$ cat src/rtl/seg7_pkg.sv
// Shared constants for the 7-segment scan decoder: FSM state encodings and
// active-low segment patterns (bit6=g ... bit0=a).
package seg7_pkg;

  // One-hot FSM state encodings
  localparam logic [2:0] IDLE   = 3'b001;
  localparam logic [2:0] SETTLE = 3'b010;
  localparam logic [2:0] HELD   = 3'b100;

  typedef enum logic [2:0] {
    ST_IDLE   = IDLE,
    ST_SETTLE = SETTLE,
    ST_HELD   = HELD
  } state_t;

  // All segments off
  localparam logic [6:0] SEG_BLANK = 7'b1111111;

  // Decimal digits
  localparam logic [6:0] SEG_0 = 7'b1000000;
  localparam logic [6:0] SEG_1 = 7'b1111001;
  localparam logic [6:0] SEG_2 = 7'b0100100;
  localparam logic [6:0] SEG_3 = 7'b0110000;
  localparam logic [6:0] SEG_4 = 7'b0011001;
  localparam logic [6:0] SEG_5 = 7'b0010010;
  localparam logic [6:0] SEG_6 = 7'b0000010;
  localparam logic [6:0] SEG_7 = 7'b1111000;
  localparam logic [6:0] SEG_8 = 7'b0000000;
  localparam logic [6:0] SEG_9 = 7'b0010000;

  // Hex letters A b C d E F
  localparam logic [6:0] SEG_A = 7'b0001000;
  localparam logic [6:0] SEG_B = 7'b0000011;
  localparam logic [6:0] SEG_C = 7'b1000110;
  localparam logic [6:0] SEG_D = 7'b0100001;
  localparam logic [6:0] SEG_E = 7'b0000110;
  localparam logic [6:0] SEG_F = 7'b0001110;

endpackage

$ cat src/rtl/seg7_pattern_decode.sv
// Combinational decode of an active-low 7-segment pattern to a nibble.
// Optional feature macro: SEG7_HEX_EN (adds A..F; otherwise they are errors).
module seg7_pattern_decode
  import seg7_pkg::*;
(
  input  logic [6:0] i_pattern,
  output logic [3:0] o_value,
  output logic       o_is_blank,
  output logic       o_is_err
);

  // Map pattern to value; anything unrecognised flags an error
  always_comb begin
    o_value    = 4'h0;
    o_is_blank = 1'b0;
    o_is_err   = 1'b0;
    case (i_pattern)
      SEG_0:     o_value = 4'h0;
      SEG_1:     o_value = 4'h1;
      SEG_2:     o_value = 4'h2;
      SEG_3:     o_value = 4'h3;
      SEG_4:     o_value = 4'h4;
      SEG_5:     o_value = 4'h5;
      SEG_6:     o_value = 4'h6;
      SEG_7:     o_value = 4'h7;
      SEG_8:     o_value = 4'h8;
      SEG_9:     o_value = 4'h9;
`ifdef SEG7_HEX_EN
      SEG_A:     o_value = 4'hA;
      SEG_B:     o_value = 4'hB;
      SEG_C:     o_value = 4'hC;
      SEG_D:     o_value = 4'hD;
      SEG_E:     o_value = 4'hE;
      SEG_F:     o_value = 4'hF;
`endif
      SEG_BLANK: o_is_blank = 1'b1;
      default:   o_is_err   = 1'b1;
    endcase
  end

endmodule

$ cat src/rtl/seg7_scan_decoder.sv
// Reads back a multiplexed active-low 7-segment bus: synchronizes it, waits
// for each digit slot to hold still, decodes it and keeps one value per digit.
// Optional feature macro: SEG7_HEX_EN (hex letter decode, see decoder).
module seg7_scan_decoder
  import seg7_pkg::*;
#(
  parameter int DIGITS     = 4,
  parameter int STABLE_CYC = 16
) (
  input  logic                  i_clk,
  input  logic                  i_rst_n,
  input  logic [DIGITS-1:0]     i_an,
  input  logic [6:0]            i_seg,
  output logic [4*DIGITS-1:0]   o_digit,
  output logic [DIGITS-1:0]     o_valid,
  output logic [DIGITS-1:0]     o_err,
  output logic                  o_update,
  output logic                  o_frame
);

  localparam int CW = $clog2(STABLE_CYC);
  localparam logic [CW-1:0] CNT_LAST = CW'(STABLE_CYC - 1);

  logic [DIGITS-1:0] r_an_s1, r_an_s2, r_an_prev;
  logic [6:0]        r_seg_s1, r_seg_s2, r_seg_prev;
  logic [CW-1:0]     r_cnt;
  state_t            r_state, w_state_next;
  logic              w_capture;
  logic [DIGITS-1:0] r_seen;
  logic [DIGITS-1:0] w_an_act;
  logic [DIGITS-1:0] w_seen_sum;
  logic              w_legal;
  logic              w_change;
  logic [3:0]        w_value;
  logic              w_is_blank, w_is_err;
  logic              r_update, r_frame;
  logic [3:0]        r_digit [DIGITS];
  logic              r_valid [DIGITS];
  logic              r_err   [DIGITS];

  // Two-flop synchronizer plus one-cycle history for change detection;
  // everything resets to the idle (all-high) bus
  always_ff @(posedge i_clk or negedge i_rst_n) begin
    if (!i_rst_n) begin
      r_an_s1    <= '1;
      r_an_s2    <= '1;
      r_an_prev  <= '1;
      r_seg_s1   <= '1;
      r_seg_s2   <= '1;
      r_seg_prev <= '1;
    end else begin
      r_an_s1    <= i_an;
      r_an_s2    <= r_an_s1;
      r_an_prev  <= r_an_s2;
      r_seg_s1   <= i_seg;
      r_seg_s2   <= r_seg_s1;
      r_seg_prev <= r_seg_s2;
    end
  end

  // Anode and segment changes are lumped together as a single change event
  assign w_change   = {r_an_s2, r_seg_s2} != {r_an_prev, r_seg_prev};
  assign w_an_act   = ~r_an_s2;
  assign w_legal    = (w_an_act != '0) && ((w_an_act & (w_an_act - 1'b1)) == '0);
  assign w_seen_sum = r_seen | w_an_act;

  seg7_pattern_decode u_decode (
    .i_pattern  (r_seg_s2),
    .o_value    (w_value),
    .o_is_blank (w_is_blank),
    .o_is_err   (w_is_err)
  );

  // Stability counter: restarts on any change or while idle, saturates at max
  always_ff @(posedge i_clk or negedge i_rst_n) begin
    if (!i_rst_n) begin
      r_cnt <= '0;
    end else if (w_change || (r_state == ST_IDLE)) begin
      r_cnt <= '0;
    end else if (r_cnt != '1) begin
      r_cnt <= r_cnt + 1'b1;
    end
  end

  // FSM state register
  always_ff @(posedge i_clk or negedge i_rst_n) begin
    if (!i_rst_n) r_state <= ST_IDLE;
    else          r_state <= w_state_next;
  end

  // FSM next state and capture strobe; a held value captures only once
  always_comb begin
    w_state_next = r_state;
    w_capture    = 1'b0;
    case (r_state)
      ST_IDLE: begin
        if (w_legal) w_state_next = ST_SETTLE;
      end
      ST_SETTLE: begin
        if (w_change) begin
          w_state_next = w_legal ? ST_SETTLE : ST_IDLE;
        end else if (r_cnt == CNT_LAST) begin
          w_capture    = 1'b1;
          w_state_next = ST_HELD;
        end
      end
      ST_HELD: begin
        if (w_change) w_state_next = w_legal ? ST_SETTLE : ST_IDLE;
      end
      default: w_state_next = ST_IDLE;
    endcase
  end

  // Update pulse and frame mask; the frame fires with the capture that
  // completes the mask and the mask restarts empty
  always_ff @(posedge i_clk or negedge i_rst_n) begin
    if (!i_rst_n) begin
      r_update <= 1'b0;
      r_frame  <= 1'b0;
      r_seen   <= '0;
    end else begin
      r_update <= w_capture;
      r_frame  <= 1'b0;
      if (w_capture) begin
        if (&w_seen_sum) begin
          r_frame <= 1'b1;
          r_seen  <= '0;
        end else begin
          r_seen  <= w_seen_sum;
        end
      end
    end
  end

  // Per-digit value/valid/error registers, selected by the active anode
  generate
    for (genvar gi = 0; gi < DIGITS; gi++) begin : g_digit
      // Capture into this slot when its anode is the one being held
      always_ff @(posedge i_clk or negedge i_rst_n) begin
        if (!i_rst_n) begin
          r_digit[gi] <= 4'h0;
          r_valid[gi] <= 1'b0;
          r_err[gi]   <= 1'b0;
        end else if (w_capture && w_an_act[gi]) begin
          if (!w_is_blank && !w_is_err) begin
            r_digit[gi] <= w_value;
            r_valid[gi] <= 1'b1;
            r_err[gi]   <= 1'b0;
          end else begin
            r_valid[gi] <= 1'b0;
            r_err[gi]   <= w_is_err;
          end
        end
      end

      assign o_digit[4*gi +: 4] = r_digit[gi];
      assign o_valid[gi]        = r_valid[gi];
      assign o_err[gi]          = r_err[gi];
    end
  endgenerate

  assign o_update = r_update;
  assign o_frame  = r_frame;

endmodule
$ cat config.mk
export PLATFORM = sky130hd
export DESIGN_NAME = seg7_scan_decoder
export DESIGN_NICKNAME = d
export VERILOG_FILES = /design/src/rtl/seg7_pkg.sv /design/src/rtl/seg7_pattern_decode.sv /design/src/rtl/seg7_scan_decoder.sv
export SDC_FILE = /design/constraint.sdc
export NUM_CORES = 1
export LEC_CHECK = 0
export CAP_MARGIN = 20
export CELL_PAD_IN_SITES_DETAIL_PLACEMENT = 1
export CELL_PAD_IN_SITES_GLOBAL_PLACEMENT = 2
export CORE_ASPECT_RATIO = 1.5
export CORE_MARGIN = 1.5
export CORE_UTILIZATION = 38
export DETAILED_ROUTE_END_ITERATION = 12
export GPL_TIMING_DRIVEN = 0
export PLACE_DENSITY_LB_ADDON = 0.3
export SKIP_CTS_REPAIR_TIMING = 1
export SLEW_MARGIN = 20
export SYNTH_ARGS = -nofsm -noshare
export SYNTH_HDL_FRONTEND = slang
export SYNTH_SLANG_ARGS = --single-unit
$ cat constraint.sdc
create_clock -name i_clk -period 3.2 [get_ports i_clk]
set_input_delay 0.64 -clock i_clk [delete_from_list [all_inputs] [get_ports i_clk]]
set_output_delay 0.64 -clock i_clk [all_outputs]
set_load 0.03 [all_outputs]
# Yosys cells after proc, flatten, opt, wreduce, memory -nomap -nowiden
# Index checks and enable logic that the tools add are counted.
# op_classes
addsub,2
eq_ne,19
n_mux,19
bitwise_logic,3
n_reduce_logical,19
# ops
operator,n
$pmux W4 S9,1
$eq A7 B7 Y1 const B,4
$eq A7 B5 Y1 const B,3
$eq A7 B6 Y1 const B,2
$mux W3,4
$mux W4,3
$ne A11 B11 Y1,1
$reduce_or A11 Y1,1
$mux W1,9
$pmux W3 S3,1
$reduce_and A2 Y1,4
$eq A7 B2 Y1 const B,1
$logic_not A7 Y1,1
$logic_and A1 B1 Y1,6
$add A4 B1 Y4 const B,1
$and A4 B4 Y4,1
$eq A4 B4 Y1 const B,1
$logic_not A4 Y1,1
$ne A2 B2 Y1 const B,2
$ne A4 B4 Y1 const B,1
$not A4 Y4,1
$or A4 B4 Y4,1
$reduce_and A4 Y1,1
$reduce_bool A4 Y1,1
other kinds (10),10
# totals
register_bits,70
in_bits,13
out_inout_bits,26
elab_cells,85

# Logic depth before layout (Yosys ltp)
# depth
depth_word,8
depth_mapped,7
mapped_depth_nobuf,6

# Hierarchy
# A second synthesis with hierarchy kept.
# unflattened
hier_cells,200
hier_area_um2,2859.0
# by_module_without_submodules
mod,n_inst,cells_each,area_each_um2,seq_area_each_um2
seg7_scan_decoder,1,172,2667.6,1794.2
seg7_pattern_decode,1,28,191.4,0.0

# Worst setup path after synthesis
# No wires, ideal clock.
# synth_path
path_kind,register -> register
start,register r_an_s2[1]
end,"register r_digit, in the netlist o_digit[6]"
setup_time_ns,0.128
arrival_ns,2.192
required_ns,3.072
slack_ns,0.881
path_stages_with_launch,8
path_buffers,2
period_less_slack_ns,2.319
path_cell_list,dfstp_2 > clkbuf_1 > xor2_1 > nor3_2 > nand4_4 > buf_6 > nor4_4 > mux2_1
# synth_between
elab_chain_len,5
elab_cells_between_ends,6
classes_between,eq/ne: 1; mux: 2; bitwise: 1; reduce/logical: 2
# synth_lines
item,line,source
start: declaration,seg7_scan_decoder.sv:24,"logic [DIGITS-1:0] r_an_s1, r_an_s2, r_an_prev;"
start signal: assignment,seg7_scan_decoder.sv:53,r_an_s2 <= r_an_s1;
$ne A11 B11 Y1,seg7_scan_decoder.sv:62,"assign w_change = {r_an_s2, r_seg_s2} != {r_an_prev, r_seg_prev};"
$mux W1,seg7_scan_decoder.sv:100,if (w_change) begin
$mux W1,seg7_scan_decoder.sv:95,case (r_state)
$logic_and A1 B1 Y1 (*),seg7_scan_decoder.sv:144,end else if (w_capture && w_an_act[gi]) begin
$reduce_and A2 Y1 (no line) (*),--,
end signal: indexed assignment,seg7_scan_decoder.sv:146,r_digit[gi] <= w_value;
end: declaration,seg7_scan_decoder.sv:37,logic [3:0] r_digit [DIGITS];
# Every way passes the cells marked *; elsewhere a longest branch is shown, timed or not.
# A chain may end at the register's enable or synchronous reset.

# Worst setup path in the final report
# layout_path
start,register r_an_s2[1]
end,"register r_digit, in the netlist o_digit[1]"
# layout_between
elab_chain_len,5
# layout_lines
item,line
$ne A11 B11 Y1,seg7_scan_decoder.sv:62
$mux W1,seg7_scan_decoder.sv:100
$mux W1,seg7_scan_decoder.sv:95
$logic_and A1 B1 Y1,seg7_scan_decoder.sv:144
$reduce_and A2 Y1 (no line),--
# Every way passes these cells.

==> impl_metrics.csv <==
group,metric,value,unit
critical_path,rr_endpoint,"o_digit[1]$_DFFE_PN0P_",
routing,vias,1793,
sta,fin_tns_setup,0,ps
critical_path,cp_slowest_cell,"dfstp_2",
global_route,grt_pass1_wl,9600,um
routing,viasPerCell,4.91,
clock_network,clkTransAtPathRegs,80,ps
placed_design,dp_cells,349,
sta,fin_ws,541,ps
critical_path,worstSetupEndpoint,"o_digit[1]$_DFFE_PN0P_",
synthesis,yosysSeqAreaShare,61.7,%
global_route,grt_pass1_vias,1964,
synthesis,yosysWarnings,0,
floorplan,die_h,110,um
sta,fin_crit,2660,ps
pwr,irDropWorstVdd,0.309,mV
critical_path,required,3440,ps
synthesis,ys_seq_elements,70,
synthesis,synth_enable_flop_cells,0,
critical_path,start_kind,"flop",
sta,slew_violations,0,
layout,seq_area,0.00179,sq mm
layout,n_antenna_cell,0,
layout,fill_cells,791,
layout,fin_cells,365,
placed_design,hpwl,4010,um
sta,rsz0062_at_grt,"no",
clock_network,cts.sinks,70,
critical_path,slowest_delay,530,ps
critical_path,worstSetupEndpointType,"flop",
sta,fmax,376,MHz
sta,slew_headroom,44.5,%
clock_network,cts_buffers,9,
placed_design,post_dp_cell_area,0.00343,sq mm
synthesis,ys.flop_type,"dfrtp_1",
floorplan,initial_utilization,39.7,%
floorplan,die_x,74.4,um
sta,worst_pin_slew,830,ps
critical_path,r2r_start,"r_an_s2[1]$_DFF_PN1_",
synthesis,syn_avg_cell_area,13.8,sq um
clock_network,root_buffer,"clkbuf_8",
sta,skew,13.9,ps
floorplan,row_count,38,
routing,avgRoutedWirePerCell,15.2,um
floorplan,die_area,0.00819,sq mm
global_route,grt_usage,16.0,%
placed_design,place_ws,507,ps
critical_path,worstPathMaxFanout,10,
global_route,antenna_found_initial,0,
layout,multi_input_area,0.00102,sq mm
pwr,p_leak,1.56,nW
critical_path,rr_worst_depth,7,
critical_path,startpoint,"r_an_s2[1]$_DFF_PN1_",
floorplan,pin_count,39,
pwr,powerDensity,490,mW/mm^2
layout,design_area,0.00363,sq mm
run,max_cap_violations,0,
synthesis,syn-num-nets,224,
outcome,status,"completed",
clock_network,htreeDepth,3,
synthesis,synth_cells,210,
critical_path,cp.arrival,2900,ps
layout,syn_to_final_growth,25.0,%
critical_path,r2r_slack,540,ps
placed_design,port_buffers,38,
routing,remaining_drc_errors,0,
clock_network,cts_tree,"done",
global_route,grt-ovfl-total,0,
sta,final_hold_viol_count,0,
layout,fin_util,49.6,%
synthesis,syn_area,0.00291,sq mm
placed_design,routabilityCongestion,0.719,
global_route,grt_max_degree,41,
hold_path,holdCritPathClass,"input pin to asynchronous set/reset pin",
critical_path,worstSetupPathType,"flop to flop",
layout,nNetsFinal,274,
critical_path,crit_chain,"clkbuf_1 -> xor2_1 -> nor3_2 -> nand4_4 -> buf_6 -> nor4_4 -> mux2_1",
sta,finalCritPeriodShare,83.1,%
floorplan,core,0.00732,sq mm
layout,drive_gt1_share,26.4,%
synthesis,ys_types,44,
routing,firstDrtPassIters,4,
routing,ant_nets,0,
clock_network,clock_latency,360,ps
clock_network,cts_buffer_depth,2,
synthesis,synthArstFlopShare,100,%
routing,wl,5550,um
sta,finalSetupViolations,0,
routing,dr.first_iter.drc_count,35,
cells in the mapped netlist (all sizes together) (2+ instances only):
cell	count	share of area, %
a21o	2	0.52
a21oi	5	0.86
buf	7	1.9
clkbuf	3	0.39
dfrtp	36	31
dfstp	34	31
inv	6	0.77
mux2	20	7.7
mux2i	2	0.69
nand2	4	0.52
nand2b	4	0.86
nand3	5	0.86
nand4	4	1.4
nor2	12	1.5
nor2b	2	0.43
nor3	8	1.5
nor3b	5	1.3
nor4	6	4.4
o21a	4	1.0
o21ai	8	1.4
o22ai	2	0.43
or3	2	0.43
xnor2	2	0.60
xor2	12	3.6
metrics by stage:
stage	power (mW)	hold WS, ps
6_report	1.78	212
5_1_grt	1.85	243
4_1_cts	1.80	211
3_5_place_dp	1.07	347
3_3_place_gp	1.06	346
2_1_floorplan	1.01	344
layer usage:
metal	vias to the layer above	global-route usage (%)	part of all wire (%)
li1	837	-	-
met1	919	19.6	42
met2	28	26.1	53
met3	9	3.55	2.5
met4	0	8.18	2.4
met5	-	0	0
worst max-delay path, delay by kind of cell, from the launching register on:
| family | cells | cell delay, ps |
|---|---|---|
| flops | 1 | 530 |
| buf+inv | 2 | 570 |
| xor+xnor | 1 | 150 |
| mux | 1 | 370 |
| simple gates | 3 | 920 |
layout make-up:
class | instances | share of cell area (%)
timing repair buffer | 39 | 11.0
clock inverter | 3 | 1.21
sequential | 70 | 49.4
inverter | 6 | 0.620
tap | 100 | 3.44
multi-input combinational | 124 | 28.2
clock buffer | 13 | 4.37
buffer | 10 | 1.79
power breakdown:
part           switching, mW  internal (mW)  leakage (nW)
Combinational         0.0641         0.0430         0.599
Clock                  0.326          0.404         0.100
Sequential            0.0156          0.926         0.860
registers in the layout (all words and copies together), names as in the netlist:
register and count:
r_state 3, r_seg_s2 7, r_seg_s1 7, o_valid 4, r_an_prev 4, r_cnt 4
r_seg_prev 7, r_seen 4, o_digit 16, o_err 4, r_an_s1 4, o_update 1
r_an_s2 4, o_frame 1
worst min-delay path by stage:
stage / to / slack, ps / cells past startpoint
after floorplan: o_digit[0]$_DFFE_PN0P_ / 340 / 0
final: o_digit[8]$_DFFE_PN0P_ / 210 / 1
after CTS: o_digit[8]$_DFFE_PN0P_ / 210 / 1
after global routing: o_digit[8]$_DFFE_PN0P_ / 240 / 1
after detailed placement: r_seg_s2[1]$_DFF_PN1_ / 350 / 0
after global placement: r_seg_s2[0]$_DFF_PN1_ / 350 / 0
logic make-up (layout without fill, tap and decap cells):
kind of cell	after synthesis	after routing	synth area share (%)
flip-flops	70	70	61.7
AND/OR/NAND/NOR	61	61	16.6
AO/OA/AOI/OAI	26	26	5.60
multiplexers	22	22	8.44
buffers and inverters	16	71	3.01
XOR/XNOR	14	14	4.22
adder cells (fa/ha/maj)	1	1	0.430
cell usage in the layout, fill, tap and decap left out, types with 3 or more instances in the layout:
cell	Yosys	routed
o21ai_0	7	7
clkbuf_8	0	11
a21oi_1	5	5
inv_1	6	6
nor4_4	6	6
clkdlybuf4s50_1	0	37
nor2_1	12	12
nand3_1	5	5
nand4_1	3	3
clkbuf_1	3	5
nand2b_1	4	4
xor2_1	12	12
mux2_2	4	4
buf_2	4	4
nand2_1	4	4
nor3_1	7	7
mux2_1	16	16
dfstp_2	34	34
nor3b_1	5	5
o21a_1	4	4
buf_6	3	3
dfrtp_1	36	36
Note: power is estimated with default switching activity, not from simulation.
